<file path="src/rtl/fpu_pkg.sv">
// Shared definitions for the FPU operand issue path: default widths,
// timeout and the issue-controller state encoding.
package fpu_pkg;
    localparam int DATA_W_DEF  = 32;
    localparam int TIMEOUT_DEF = 255;
    localparam int TIMER_W     = 8;

    typedef enum logic [1:0] {
        OI_IDLE = 2'b00,
        OI_WAIT = 2'b01,
        OI_ERR  = 2'b10
    } oi_state_t;

    // FIFO entries carry opa in the upper half and opb in the lower half.
    function automatic logic [2*DATA_W_DEF-1:0] pack_pair(
        input logic [DATA_W_DEF-1:0] a,
        input logic [DATA_W_DEF-1:0] b
    );
        return {a, b};
    endfunction
endpackage

</file>
<file path="src/rtl/fpu_operand_issue_if.sv">
// Bundle of the operand-stream, FPU handshake and result signals.
// slave is the issue block's view; master is the environment driving it.
interface fpu_operand_issue_if
    import fpu_pkg::*;
#(
    parameter int DATA_W = DATA_W_DEF,
    parameter int DEPTH  = 4
);
    localparam int LW = $clog2(DEPTH) + 1;

    logic              oi_pair_valid;
    logic [DATA_W-1:0] oi_opa;
    logic [DATA_W-1:0] oi_opb;
    logic              oi_pair_ready;
    logic [LW-1:0]     oi_level;
    logic [DATA_W-1:0] oi_fpu_opa;
    logic [DATA_W-1:0] oi_fpu_opb;
    logic              oi_fpu_start;
    logic              oi_fpu_done;
    logic [DATA_W-1:0] oi_fpu_result;
    logic [DATA_W-1:0] oi_result;
    logic              oi_result_valid;
    logic              oi_busy;
    logic              oi_timeout_err;

    modport slave (
        input  oi_pair_valid, oi_opa, oi_opb, oi_fpu_done, oi_fpu_result,
        output oi_pair_ready, oi_level, oi_fpu_opa, oi_fpu_opb, oi_fpu_start,
               oi_result, oi_result_valid, oi_busy, oi_timeout_err
    );

    modport master (
        output oi_pair_valid, oi_opa, oi_opb, oi_fpu_done, oi_fpu_result,
        input  oi_pair_ready, oi_level, oi_fpu_opa, oi_fpu_opb, oi_fpu_start,
               oi_result, oi_result_valid, oi_busy, oi_timeout_err
    );
endinterface

</file>
<file path="src/rtl/operand_fifo.sv">
// Synchronous FIFO for packed operand pairs; show-ahead read of the head.
module operand_fifo #(
    parameter int W     = 64,
    parameter int DEPTH = 4,
    localparam int PW   = $clog2(DEPTH),
    localparam int CW   = PW + 1
) (
    input  logic          clk,
    input  logic          rst,
    input  logic          push,
    input  logic          pop,
    input  logic [W-1:0]  din,
    output logic [W-1:0]  dout,
    output logic [CW-1:0] count,
    output logic          full,
    output logic          empty
);
    logic [W-1:0]  mem [DEPTH];
    logic [PW-1:0] wr_ptr;
    logic [PW-1:0] rd_ptr;
    logic          wr_en;
    logic          rd_en;

    // Full refuses a push even when a pop lands on the same edge.
    assign full  = (count == CW'(DEPTH));
    assign empty = (count == '0);
    assign wr_en = push && !full;
    assign rd_en = pop && !empty;
    assign dout  = mem[rd_ptr];

    always_ff @(posedge clk) begin
        if (wr_en) mem[wr_ptr] <= din;
    end

    always_ff @(posedge clk or posedge rst) begin
        if (rst) begin
            wr_ptr <= '0;
            rd_ptr <= '0;
            count  <= '0;
        end else begin
            if (wr_en) wr_ptr <= wr_ptr + 1'b1;
            if (rd_en) rd_ptr <= rd_ptr + 1'b1;
            case ({wr_en, rd_en})
                2'b10:   count <= count + 1'b1;
                2'b01:   count <= count - 1'b1;
                default: count <= count;
            endcase
        end
    end
endmodule

</file>
<file path="src/rtl/fpu_operand_issue.sv">
// Buffers operand pairs from memory and issues them one at a time to the
// FPU with a start/done handshake, flagging an unresponsive FPU.
module fpu_operand_issue
    import fpu_pkg::*;
#(
    parameter int DATA_W  = DATA_W_DEF,
    parameter int DEPTH   = 4,
    parameter int TIMEOUT = TIMEOUT_DEF
) (
    input  logic                oi_clk,
    input  logic                oi_reset,
    fpu_operand_issue_if.slave  bus
);
    localparam int LW = $clog2(DEPTH) + 1;
    localparam logic [TIMER_W-1:0] TMAX = TIMER_W'(TIMEOUT - 1);

    oi_state_t           state, state_n;
    logic                pop;
    logic [2*DATA_W-1:0] head;
    logic [LW-1:0]       count;
    logic                full;
    logic                empty;
    logic [TIMER_W-1:0]  timer;
    logic [DATA_W-1:0]   fpu_opa;
    logic [DATA_W-1:0]   fpu_opb;
    logic                fpu_start;
    logic [DATA_W-1:0]   result;
    logic                result_valid;
    logic                timeout_err;

    operand_fifo #(
        .W     (2 * DATA_W),
        .DEPTH (DEPTH)
    ) u_fifo (
        .clk   (oi_clk),
        .rst   (oi_reset),
        .push  (bus.oi_pair_valid),
        .pop   (pop),
        .din   ({bus.oi_opa, bus.oi_opb}),
        .dout  (head),
        .count (count),
        .full  (full),
        .empty (empty)
    );

    always_ff @(posedge oi_clk or posedge oi_reset) begin
        if (oi_reset) state <= OI_IDLE;
        else          state <= state_n;
    end

    always_comb begin
        state_n = state;
        pop     = 1'b0;
        case (state)
            OI_IDLE: begin
                if (!empty) begin
                    pop     = 1'b1;
                    state_n = OI_WAIT;
                end
            end
            OI_WAIT: begin
                if (bus.oi_fpu_done)  state_n = OI_IDLE;
                else if (timer == TMAX) state_n = OI_ERR;
            end
            default: state_n = OI_IDLE;
        endcase
    end

    always_ff @(posedge oi_clk or posedge oi_reset) begin
        if (oi_reset) begin
            timer        <= '0;
            fpu_opa      <= '0;
            fpu_opb      <= '0;
            fpu_start    <= 1'b0;
            result       <= '0;
            result_valid <= 1'b0;
            timeout_err  <= 1'b0;
        end else begin
            fpu_start    <= 1'b0;
            result_valid <= 1'b0;
            case (state)
                OI_IDLE: begin
                    if (!empty) begin
                        fpu_opa   <= head[2*DATA_W-1:DATA_W];
                        fpu_opb   <= head[DATA_W-1:0];
                        fpu_start <= 1'b1;
                        timer     <= '0;
                    end
                end
                OI_WAIT: begin
                    if (bus.oi_fpu_done) begin
                        result       <= bus.oi_fpu_result;
                        result_valid <= 1'b1;
                    end else if (timer == TMAX) begin
                        timeout_err <= 1'b1;
                    end else begin
                        timer <= timer + 1'b1;
                    end
                end
                default: ;
            endcase
        end
    end

    assign bus.oi_pair_ready   = !full;
    assign bus.oi_level        = count;
    assign bus.oi_fpu_opa      = fpu_opa;
    assign bus.oi_fpu_opb      = fpu_opb;
    assign bus.oi_fpu_start    = fpu_start;
    assign bus.oi_result       = result;
    assign bus.oi_result_valid = result_valid;
    assign bus.oi_busy         = (state == OI_WAIT);
    assign bus.oi_timeout_err  = timeout_err;
endmodule

</file>
<file path="src/flat_wrapper.sv">
// flat-port wrapper written by rule: the top's interface ports become plain ports
module fpu_operand_issue_flat import fpu_pkg::*;
#(
    parameter int DATA_W  = DATA_W_DEF,
    parameter int DEPTH   = 4,
    parameter int TIMEOUT = TIMEOUT_DEF
)
  (oi_clk, oi_reset, bus_oi_pair_valid, bus_oi_opa, bus_oi_opb, bus_oi_fpu_done, bus_oi_fpu_result, bus_oi_pair_ready, bus_oi_level, bus_oi_fpu_opa, bus_oi_fpu_opb, bus_oi_fpu_start, bus_oi_result, bus_oi_result_valid, bus_oi_busy, bus_oi_timeout_err);
  fpu_operand_issue_if #(.DATA_W(DATA_W), .DEPTH(DEPTH)) bus_i ();
  input  logic oi_clk;
  input  logic oi_reset;
  input wire logic [$bits(bus_i.oi_pair_valid)-1:0] bus_oi_pair_valid;
  input wire logic [$bits(bus_i.oi_opa)-1:0] bus_oi_opa;
  input wire logic [$bits(bus_i.oi_opb)-1:0] bus_oi_opb;
  input wire logic [$bits(bus_i.oi_fpu_done)-1:0] bus_oi_fpu_done;
  input wire logic [$bits(bus_i.oi_fpu_result)-1:0] bus_oi_fpu_result;
  output wire logic [$bits(bus_i.oi_pair_ready)-1:0] bus_oi_pair_ready;
  output wire logic [$bits(bus_i.oi_level)-1:0] bus_oi_level;
  output wire logic [$bits(bus_i.oi_fpu_opa)-1:0] bus_oi_fpu_opa;
  output wire logic [$bits(bus_i.oi_fpu_opb)-1:0] bus_oi_fpu_opb;
  output wire logic [$bits(bus_i.oi_fpu_start)-1:0] bus_oi_fpu_start;
  output wire logic [$bits(bus_i.oi_result)-1:0] bus_oi_result;
  output wire logic [$bits(bus_i.oi_result_valid)-1:0] bus_oi_result_valid;
  output wire logic [$bits(bus_i.oi_busy)-1:0] bus_oi_busy;
  output wire logic [$bits(bus_i.oi_timeout_err)-1:0] bus_oi_timeout_err;
  assign bus_i.oi_pair_valid = bus_oi_pair_valid;
  assign bus_i.oi_opa = bus_oi_opa;
  assign bus_i.oi_opb = bus_oi_opb;
  assign bus_i.oi_fpu_done = bus_oi_fpu_done;
  assign bus_i.oi_fpu_result = bus_oi_fpu_result;
  assign bus_oi_pair_ready = bus_i.oi_pair_ready;
  assign bus_oi_level = bus_i.oi_level;
  assign bus_oi_fpu_opa = bus_i.oi_fpu_opa;
  assign bus_oi_fpu_opb = bus_i.oi_fpu_opb;
  assign bus_oi_fpu_start = bus_i.oi_fpu_start;
  assign bus_oi_result = bus_i.oi_result;
  assign bus_oi_result_valid = bus_i.oi_result_valid;
  assign bus_oi_busy = bus_i.oi_busy;
  assign bus_oi_timeout_err = bus_i.oi_timeout_err;
  fpu_operand_issue #(.DATA_W(DATA_W), .DEPTH(DEPTH), .TIMEOUT(TIMEOUT)) u_core (.oi_clk(oi_clk), .oi_reset(oi_reset), .bus(bus_i));
endmodule
</file>
<file path="config.mk">
export PLATFORM = sky130hd
export DESIGN_NAME = fpu_operand_issue_flat
export DESIGN_NICKNAME = d
export VERILOG_FILES = /design/src/rtl/fpu_pkg.sv /design/src/rtl/fpu_operand_issue_if.sv /design/src/rtl/operand_fifo.sv /design/src/rtl/fpu_operand_issue.sv /design/src/flat_wrapper.sv
export SDC_FILE = /design/constraint.sdc
export NUM_CORES = 1
export LEC_CHECK = 0
export ABC_AREA = 1
export BUFFER_PORTS_ARGS = -buffer_cell sky130_fd_sc_hd__buf_2
export CORE_UTILIZATION = 40
export CTS_CLUSTER_SIZE = 12
export DETAILED_ROUTE_END_ITERATION = 12
export HOLD_SLACK_MARGIN = 0.08
export PLACE_DENSITY = 0.65
export SYNTH_ARGS = -nofsm -noshare
export SYNTH_HDL_FRONTEND = slang
export SYNTH_HIERARCHICAL = 1
export SYNTH_SLANG_ARGS = --single-unit
</file>
<file path="constraint.sdc">
create_clock -name oi_clk -period 4.95 [get_ports oi_clk]
set_input_delay 0.495 -clock oi_clk [delete_from_list [all_inputs] [get_ports oi_clk]]
set_output_delay 0.495 -clock oi_clk [all_outputs]
set_load 0.1 [all_outputs]
</file>
Word-level counts from Yosys, hierarchy flattened. Memory sizes are Yosys's and may differ from the RTL's. A register that Yosys moved wholly into a read port is not among the register bits. Index checks and enable logic that the tools add are counted.

Equal/unequal tests: 9. Mux-type cells: 15. Reduce and logical (&&, ||, !) cells: 13. $add $sub $neg: 5. Bitwise operators: 2.

Operators by type and width (number): 2-to-1 mux 8 bit (3); one-hot mux 8 bit (2 select lines) (1); adder 8 x 1 -> 8 bit, second input constant (1); == test 8 bit, second input constant (1); 2-to-1 mux 1 bit (6); 2-to-1 mux 2 bit (3); != test 2 bit, second input constant (3); one-hot mux 3 bit (2 select lines) (1); AND reduction 2 bit (3); adder 2 x 1 -> 2 bit, second input constant (2); == test 2 x 1 -> 1 bit, second input constant (2); one-hot mux 2 bit (2 select lines) (1); AND reduction 4 bit (1); nonzero test 2 bit (2); adder 3 x 1 -> 3 bit, second input constant (1); == test 3 bit, second input constant (1); logical NOT 3 bit (1); != test 3 x 2 -> 1 bit, second input constant (1); AND reduction 3 bit (1); subtractor 3 x 1 -> 3 bit, second input constant (1); == test 2 bit, second input constant (1); logical AND 1 bit (2); logical NOT 1 bit (2); logical NOT 2 bit (1); inverter 1 bit (2).

Output and inout bits: 104. Bits in writable memories: 256. Flip-flop bits (word level): 52. Logic and storage cells: 54. Memories kept: 1. Bits of input ports: 100.

Memory list: u_core.u_fifo.mem (depth 4, width 64, read ports 1, clocked after Yosys merged registers in 1, wr ports 1, line operand_fifo.sv:18) `logic [W-1:0] mem [DEPTH];`.

Logic depth before layout (Yosys ltp). Gate-level depths: netlist (run 1).

Word-level depth: 6. Depth in mapped cells: 17. Mapped depth without buffers: 16.

Modules after synthesis. Netlist (run 1), hierarchy kept.

Modules (own cells, without submodules): operand_fifo (instances 1, area an instance 10657.7 µm², seq. area each 7862.5 µm², cells each 809); fpu_operand_issue (instances 1, area an instance 4286.6 µm², seq. area each 2727.6 µm², cells each 493).

Least setup slack after synthesis (run 1). No wires, ideal clock.

Path kind: reg2reg. From: reg u_core.u_fifo.count[0]. To: mem u_core.u_fifo.mem[0][0] (enable). Cell stages (with the launch flop): 5. Data required time: 4.463 ns. Arrival: 4.185 ns. Path buffers: 0. Setup time: 0.487 ns. Clock period less this slack: 4.672 ns. Path slack: 0.278 ns. Path through: dfrtp_1 -> inv_1 -> nand3_1 -> nand2_1 -> nor2_1.

Cells in the longest elaborated chain, start to end: 5.

Ends and longest elaborated chain: start, declared (line operand_fifo.sv:14) `output logic [CW-1:0] count,`; start signal, assigned (line operand_fifo.sv:44) `2'b10: count <= count + 1'b1;`; start signal, assigned (line operand_fifo.sv:45) `2'b01: count <= count - 1'b1;`; start signal, assigned (line operand_fifo.sv:46) `default: count <= count;`; == test 3 bit (line operand_fifo.sv:25) `assign full = (count == CW'(DEPTH));`; logical NOT 1 bit (line operand_fifo.sv:27) `assign wr_en = push && !full;`; logical AND 1 bit (line operand_fifo.sv:27); 2-to-1 mux 1 bit (line operand_fifo.sv:32) `if (wr_en) mem[wr_ptr] <= din;`; 2-to-1 mux 1 bit (implied by the code) (line operand_fifo.sv:32); end, declared (line operand_fifo.sv:18).

Every way passes these cells.

Worst setup path after layout (run 1).
From: reg u_core.u_fifo.count[1]. To: reg u_core.u_fifo.count[2].

Cells in the longest elaborated chain, start to end: 6. Elaborated cells on any way between the ends: 14. Those cells by class: 2 x add/sub; 3 x eq/ne; 3 x mux; 6 x reduce/logical.

Ends and longest elaborated chain: logical NOT 3 bit * (line operand_fifo.sv:26) `assign empty = (count == '0);`; net u_core.empty (line fpu_operand_issue.sv:22) `logic empty;`; 2-to-1 mux 1 bit (line fpu_operand_issue.sv:56) `if (!empty) begin`; 2-to-1 mux 1 bit (line fpu_operand_issue.sv:54) `case (state)`; logical AND 1 bit * (line operand_fifo.sv:28) `assign rd_en = pop && !empty;`; net u_core.u_fifo.rd_en (line operand_fifo.sv:22) `logic rd_en;`; == test 2 x 1 -> 1 bit / == test 2 bit (equally long branches) (line operand_fifo.sv:43) `case ({wr_en, rd_en})`; one-hot mux 3 bit (2 select lines) / nonzero test 2 bit (equally long branches).

The timed path passes the listed nets; every way through them passes the cells marked *. A chain may end at the register's enable or synchronous reset.

==> results.yml, run 1 <==
logic_synthesis:
  synthCells: 1302
  synth_area_per_cell_um2: 11.5
  ys_types: 24
  synth_edf_count: 256
  syn_nets: 1410
  synth_top_area_share_pct: 51.4
  synth_seq_cells: 372
  async_flop_share_pct: 31.2
  yosys_warnings: 6
  synth_top_cell_by_area: "edfxtp_1"
  seq_area_frac_synth_pct: 70.9
  yosys-top-cells-count: "nand2_1, edfxtp_1, inv_1"
  synth.most_common_cell: "nand2_1"
  synth-main-ff-cell: "edfxtp_1"
  synth.area.top_cells: "edfxtp_1, dfrtp_1, nand2_1"
  synth_area_um2: 14900
global_routing:
  grt_pass1_wl_mm: 49.6
  antenna_found_initial: 11
  grt_pass1_vias: 9221
  grt_max_degree: 176
  grt_usage_pct: 16.7
  grt_overflow: 0
final_layout:
  nets: 1608
  final_cell_area_um2: 17600
  final_layout_size_suffix_gt1_share_pct: 18.9
  synthToLayoutAreaGrowth_pct: 17.9
  final_util_pct: 48.0
die:
  die_w_um: 195
  rows: 70
  fp.dieArea_um2: 38100
  die_h_um: 195
  core_area_um2: 36700
  ios: 204
  start_util_pct: 40.7
job:
  maxCapViolCount: 0
clock_tree:
  cts_hold_buf: 1
  post_cts_resized: 0
  clock_sinks: 372
  clk_latency_ns: 0.53
  cts.clk_slew.worst_paths_ns: 0.06
  clockBufferDepth: 3
  post_cts.repair.setup_buffers: 0
  cts_htree_levels: 2
  clock-root-buffer: "clkbuf_16"
  cts_tree: "yes"
  numCtsBuffers: 41
timing:
  fin_crit_ns: 2.75
  fin_skew_ns: 0.0123
  rsz0062_at_grt: "no"
  drv_slew: 0
  fin_crit_sh_pct: 55.6
  setup_viol: 0
  tightestPinTransition_ns: 1.22
  tns_ns: 0
  max_freq_mhz: 364
  hold_violations: 0
  max_slew_margin_pct: 18.6
critical_path:
  reg2reg_slack_ns: 2.20
  path_class: "reg2reg"
  critPathArrivalTime_ns: 3.17
  endpoint_kind: "register"
  startpoint_type: "register"
  cp.required_ns: 5.37
  cp_max_fo: 34
place:
  placed_area_um2: 16200
  hpwl_mm: 18.0
  gp_congestion: 0.790
  port_buffers: 203
drt:
  first_pass_iters: 7
  routed_wl_mm: 31.3
  vias: 9451
  ant_nets: 0
  drtIter0Drc: 472
  route.detailed.drc: 0
  vias_per_cell: 4.72
  wl_per_cell_um: 15.6
worst_hold_path:
  hp-class: "in2reg"
outcome:
  outcome: "completed"
==> state kept, by name (all words and copies together), names as in the netlist <==
signal                      count
u_core/timer                    8
u_core/bus.oi_result           32
u_core/bus.oi_fpu_opb          32
u_core/state                    2
u_core/bus.oi_result_valid      1
u_core/u_fifo/count             3
u_core/u_fifo/wr_ptr            2
u_core/u_fifo/rd_ptr            2
u_core/bus.oi_fpu_opa          32
u_core/u_fifo/mem             256
u_core/bus.oi_fpu_start         1
u_core/bus.oi_timeout_err       1
==> cell type report <==
| cell class | count | area (µm²) |
|---|---|---|
| antenna | 3 | 7.51 |
| clock buffer | 64 | 1190 |
| clock inverter | 12 | 160 |
| fill | 3286 | 19100 |
| inverter | 165 | 627 |
| multi-input combinational | 703 | 3300 |
| sequential | 372 | 10600 |
| tap | 468 | 586 |
| timing repair buffer | 217 | 1150 |
==> worst paths after layout <==
path	endpoint	depth (start not counted)	startpoint
max in group asynchronous	u_core/bus.oi_fpu_opa[10]	4	oi_reset
min in group asynchronous	u_core/u_fifo/count[2]	3	oi_reset
min	u_core/bus.oi_result[29]	3	bus_oi_fpu_result[29]
max reg2reg	u_core/u_fifo/count[2]	15	u_core/u_fifo/count[1]
max	u_core/u_fifo/count[2]	15	u_core/u_fifo/count[1]
min reg2reg	u_core/bus.oi_result[29]	2	u_core/bus.oi_result[29]
==> logic make-up (layout without fill, tap and decap cells) <==
| logic type | after synthesis | in the layout | share of synthesized area (%) |
|---|---|---|---|
| flops | 372 | 372 | 70.9 |
| buf+inv | 227 | 458 | 7.29 |
| compound gates | 135 | 135 | 6.66 |
| fa+ha+maj | 8 | 8 | 0.720 |
| xor+xnor | 3 | 3 | 0.176 |
| other cells | 0 | 3 | 0 |
| simple gates | 557 | 557 | 14.3 |
==> stage by stage <==
stage / instances / setup WS [ns] / hold slack [ns]
CTS: 2001 / 2.21 / 0.142
global route: 2002 / 1.99 / 0.160
detailed placement: 1924 / 2.22 / 0.453
finish: 2004 / 2.20 / 0.169
floorplan: 1302 / 0.278 / 0.298
global placement: 1924 / 2.24 / 0.448
==> per-layer routing <==
metal  share of wire, %  global-route usage (%)  up-vias
met1                 43                    20.3     4443
li1                   -                       -     4694
met2                 49                    29.1      226
met5               0.40                       0        -
met3                6.0                    4.25       70
met4                2.1                    4.70       18
==> worst max-delay path: stages (launching register included) <==
cell	delay, ns
dfrtp_1	0.37
inv_1	0.09
nand3_1	0.20
inv_1	0.06
inv_1	0.09
nand2_4	0.06
inv_2	0.55
nand2_1	0.17
inv_1	0.09
ha_1	0.16
inv_1	0.08
fa_1	0.45
nand2_1	0.10
nand3_1	0.08
nand2_1	0.06
nand2_1	0.05
==> placed cells by master (no fill, tap or decap), drive strengths merged <==
cell type    instances
ha                   7
clkbuf              64
buf                216
dfrtp              116
nand3               13
nand4                1
fa                   1
xor2                 2
a21oi                1
o211ai             128
or2                  1
nor2                14
xnor2                1
nand2              526
inv                165
nor3                 1
edfxtp             256
clkinv               8
bufinv               4
diode                3
dlygate4sd3          1
o21ai                6
nand3b               1
Power of run 1 is left out: the tool's default activity adds up to more than one toggle a clock period on the data nets, which glitch-free logic cannot reach.
==> run 2: changes to the inputs <==
- clock period: 4.95 -> 2.7 ns (I/O delays scaled with it)
==> results.yml, run 2 (synthesis results as in run 1) <==
final_layout:
  max_flop_register: "u_core/u_fifo/mem"
  final_common_cell: "nand2_1"
  final_cell_mix: "nand2_1, edfxtp_1, buf_2"
  largest_register_ffs: 256
  nets: 1711
  synthToLayoutAreaGrowth_pct: 25.1
  final_layout_size_suffix_gt1_share_pct: 18.3
  nFillCells: 3172
global_routing:
  grt_pass1_wl_mm: 51.7
  grt_max_degree: 75
  grt_pass1_vias: 10124
  grt_usage_pct: 17.3
  grt_overflow: 0
  antenna_found_initial: 2
place:
  gp_congestion: 0.773
  port_buffers: 203
  hpwl_mm: 18.2
timing:
  fin_crit_ns: 2.16
  tns_ns: 0
  max_freq_mhz: 462
  rsz0062_at_grt: "no"
  fin_skew_ns: 0.0166
  drv_slew: 0
  hold_violations: 0
  max_slew_margin_pct: 39.3
  setup_viol: 0
  fin_crit_sh_pct: 80.1
  tightestPinTransition_ns: 0.911
critical_path:
  endpoint_kind: "register"
  startpoint: "u_core/u_fifo/count[0]"
  cp.required_ns: 3.16
  critPathArrivalTime_ns: 2.62
  reg2reg_from: "u_core/u_fifo/count[0]"
  startpoint_type: "register"
  path_class: "reg2reg"
  cp_max_fo: 45
die:
  ios: 204
  rows: 70
  core_area_um2: 36700
  fp.dieArea_um2: 38100
  die_h_um: 195
  die_w_um: 195
  start_util_pct: 40.7
drt:
  wl_per_cell_um: 15.3
  vias_per_cell: 4.70
  routed_wl_mm: 32.2
  route.detailed.drc: 0
  first_pass_iters: 4
  ant_nets: 0
  drtIter0Drc: 407
  vias: 9883
worst_hold_path:
  min-delay-start: "bus_oi_fpu_done"
  hp-class: "in2reg"
job:
  maxCapViolCount: 0
clock_tree:
  clock-root-buffer: "clkbuf_16"
  cts.clk_slew.worst_paths_ns: 0.06
  cts_htree_levels: 2
  clk_latency_ns: 0.53
  numCtsBuffers: 41
  post_cts_resized: 0
  clockBufferDepth: 3
  clock_sinks: 372
  cts_tree: "yes"
outcome:
  outcome: "completed"
-- run 2: changes by cell type in the layout (fill, tap and decap cells not counted), sizes merged --
cell         before  now
bufinv            4    1
inv             165  163
dlygate4sd3       1   98
clkinvlp          0    1
clkinv            8   10
clkbuf           64   66
diode             3    1
buf             216  222
-- run 2: path summary, 6_finish.rpt --
path | endpoint | slack [ns] | cells past startpoint
setup / recovery | u_core/bus.oi_fpu_opb[22] | 0.54 | 9
hold / removal | u_core/state[1] | 0.12 | 4
setup reg to reg | u_core/bus.oi_fpu_opb[22] | 0.54 | 9
hold reg to reg | u_core/bus.oi_result[23] | 0.46 | 2
max in group asynchronous | u_core/bus.oi_fpu_opb[19] | 1.47 | 4
min in group asynchronous | u_core/u_fifo/wr_ptr[0] | 0.26 | 3
-- run 2: final cells by class --
cell class	count	area [µm²]	share of cell area, %
inverter	165	633	3.39
antenna	1	2.50	0.0134
multi-input combinational	703	3300	17.7
timing repair buffer	320	2250	12.0
clock inverter	10	75.1	0.402
tap	468	586	3.13
clock buffer	66	1240	6.65
sequential	372	10600	56.7
-- run 2: stage by stage --
stage          instances  setup WS, ns  hold WS (ns)  area [µm²]  util (%)
6_report            2105         0.537         0.117       18700      50.9
3_3_place_gp        1930         0.604         0.260       16400      44.7
2_1_floorplan       1302        0.0640        0.0734       15000         -
3_5_place_dp        1930         0.516         0.260       16400      44.7
5_1_grt             2105         0.348         0.165       18700      50.9
4_1_cts             2104         0.497         0.103       18700      50.9
-- run 2: what timing repair did --
item                                    CTS  global route
endpoints found under the setup margin    0             0
hold buffers                             98             0
hold endpoints to repair                326             0
setup buffers                             0             0
-- run 2: critical path, cell delays in order, from the launching register on --
cell     delay (ns)
dfrtp_4        0.48
inv_1          0.12
nand3_1        0.18
inv_1          0.10
inv_1          0.06
nand2_4        0.07
buf_4          0.26
buf_4          0.57
nand2_1        0.12
nand2_1        0.11
-- run 2: metal layers --
layer	GRT usage, %	share of wire [%]	vias to the layer above
li1	-	-	4895
met1	20.4	42	4684
met2	31.8	51	254
met3	3.61	5.4	48
met4	4.87	1.7	2
met5	0	0.040	-
Power of run 2 is left out for the same reason.
==> run 3: changes to the inputs <==
- clock period: 2.7 -> 2 ns (I/O delays scaled with it)
==> results.yml, run 3 (synthesis results as in run 1) <==
clock_tree:
  clock-root-buffer: "clkbuf_16"
  cts.clk_slew.worst_paths_ns: 0.06
  cts_htree_levels: 2
  clock_sinks: 372
  numCtsBuffers: 41
  clk_latency_ns: 0.52
  cts_tree: "yes"
  clockBufferDepth: 3
drt:
  first_pass_iters: 4
  vias: 9989
  wl_per_cell_um: 15.7
  vias_per_cell: 4.72
  route.detailed.drc: 0
  drtIter0Drc: 553
  ant_nets: 0
  routed_wl_mm: 33.1
timing:
  fin_crit_ns: 1.92
  fin_crit_sh_pct: 95.8
  fin_skew_ns: 0.0158
  drv_slew: 0
  tns_ns: 0
  tightestPinTransition_ns: 0.647
  max_slew_margin_pct: 56.9
  max_freq_mhz: 522
  setup_viol: 0
  hold_violations: 0
  rsz0062_at_grt: "yes"
  whs_ns: 0.112
critical_path:
  path_class: "reg2reg"
  startpoint_type: "register"
  rr_worst_depth: 15
  cp_common_cell: "nand2_1"
  cp_max_fo: 3
  slowest_delay_ns: 0.43
  cp.required_ns: 2.41
  critPathArrivalTime_ns: 2.33
  path_cells: "inv_4 -> nand3_2 -> inv_1 -> inv_2 -> nand2_4 -> inv_4 -> nand2_1 -> inv_1 -> ha_2 -> inv_2 -> fa_2 -> nand2_1 -> nand3_1 -> nand2_1 -> nand2_1"
  endpoint_kind: "register"
  crit_slowest_cell: "dfrtp_4"
final_layout:
  max_flop_register: "u_core/u_fifo/mem"
  stdcell_count: 2117
  final_cell_mix: "nand2_1, edfxtp_1, buf_2"
  final_util_pct: 51.5
  nets: 1720
  final_common_cell: "nand2_1"
  synthToLayoutAreaGrowth_pct: 26.5
  multi_input_comb_area_um2: 3340
  nFillCells: 3140
  final_layout_size_suffix_gt1_share_pct: 19.5
  largest_register_ffs: 256
  regArea_um2: 10600
global_routing:
  grt_pass1_vias: 10056
  grt_max_degree: 110
  antenna_found_initial: 4
  grt_usage_pct: 17.6
  grt_pass1_wl_mm: 53.0
  grt_overflow: 0
die:
  die_h_um: 195
  core_area_um2: 36700
  fp.dieArea_um2: 38100
  start_util_pct: 40.7
  rows: 70
  ios: 204
  die_w_um: 195
place:
  hpwl_mm: 19.7
  dpl.cell_count: 1938
  gp_congestion: 0.771
  port_buffers: 203
worst_hold_path:
  holdPathStages: 4
  hp-class: "in2reg"
job:
  maxCapViolCount: 0
outcome:
  outcome: "completed"
[run 3: worst max-delay path: cells and delay by family (launching register included)]
family / cells / cell delay, ns
adders and majority gates: 2 / 0.56
and+or+nand+nor: 7 / 0.47
DFF: 1 / 0.43
buffers and inverters: 6 / 0.34
[run 3: timing repair]
action	CTS	global route
resized for setup	2	7
setup endpoints to repair	2	32
hold buffers	98	0
setup buffers	0	1
cloned	0	0
hold endpoints to repair	406	0
[run 3: cell type report]
type | instances | share of cell area (%)
sequential | 372 | 56.1
inverter | 165 | 3.38
multi-input combinational | 703 | 17.7
tap | 468 | 3.10
clock inverter | 14 | 0.642
antenna | 4 | 0.0530
timing repair buffer | 329 | 12.7
clock buffer | 62 | 6.39
[run 3: path summary, 6_finish.rpt]
check | start | slack, ns | end
min in group asynchronous | oi_reset | 0.21 | u_core/u_fifo/rd_ptr[1]
worst max register to register | u_core/u_fifo/count[1] | 0.08 | u_core/u_fifo/count[2]
worst min register to register | u_core/bus.oi_result[12] | 0.47 | u_core/bus.oi_result[12]
max in group asynchronous | oi_reset | 1.07 | u_core/bus.oi_result[31]
worst min-delay path | bus_oi_fpu_done | 0.11 | u_core/state[1]
worst max-delay path | u_core/u_fifo/count[1] | 0.08 | u_core/u_fifo/count[2]
[run 3: routing by layer]
layer	share of wire [%]	vias up	wire (µm)	GRT usage (%)
met4	1.9	0	638	4.90
met2	50	257	16500	31.2
met5	0	-	0	0
li1	-	4929	-	-
met1	43	4755	14200	21.9
met3	5.4	48	1770	3.52
[run 3: through the flow]
step	setup WS, ns	cell area, µm²
floorplan	-0.294	15000
global placement	0.00757	16600
detailed placement	0.0120	16600
CTS	0.0182	18900
global route	-0.0267	18900
finish	0.0848	18900
Power of run 3 is left out for the same reason.
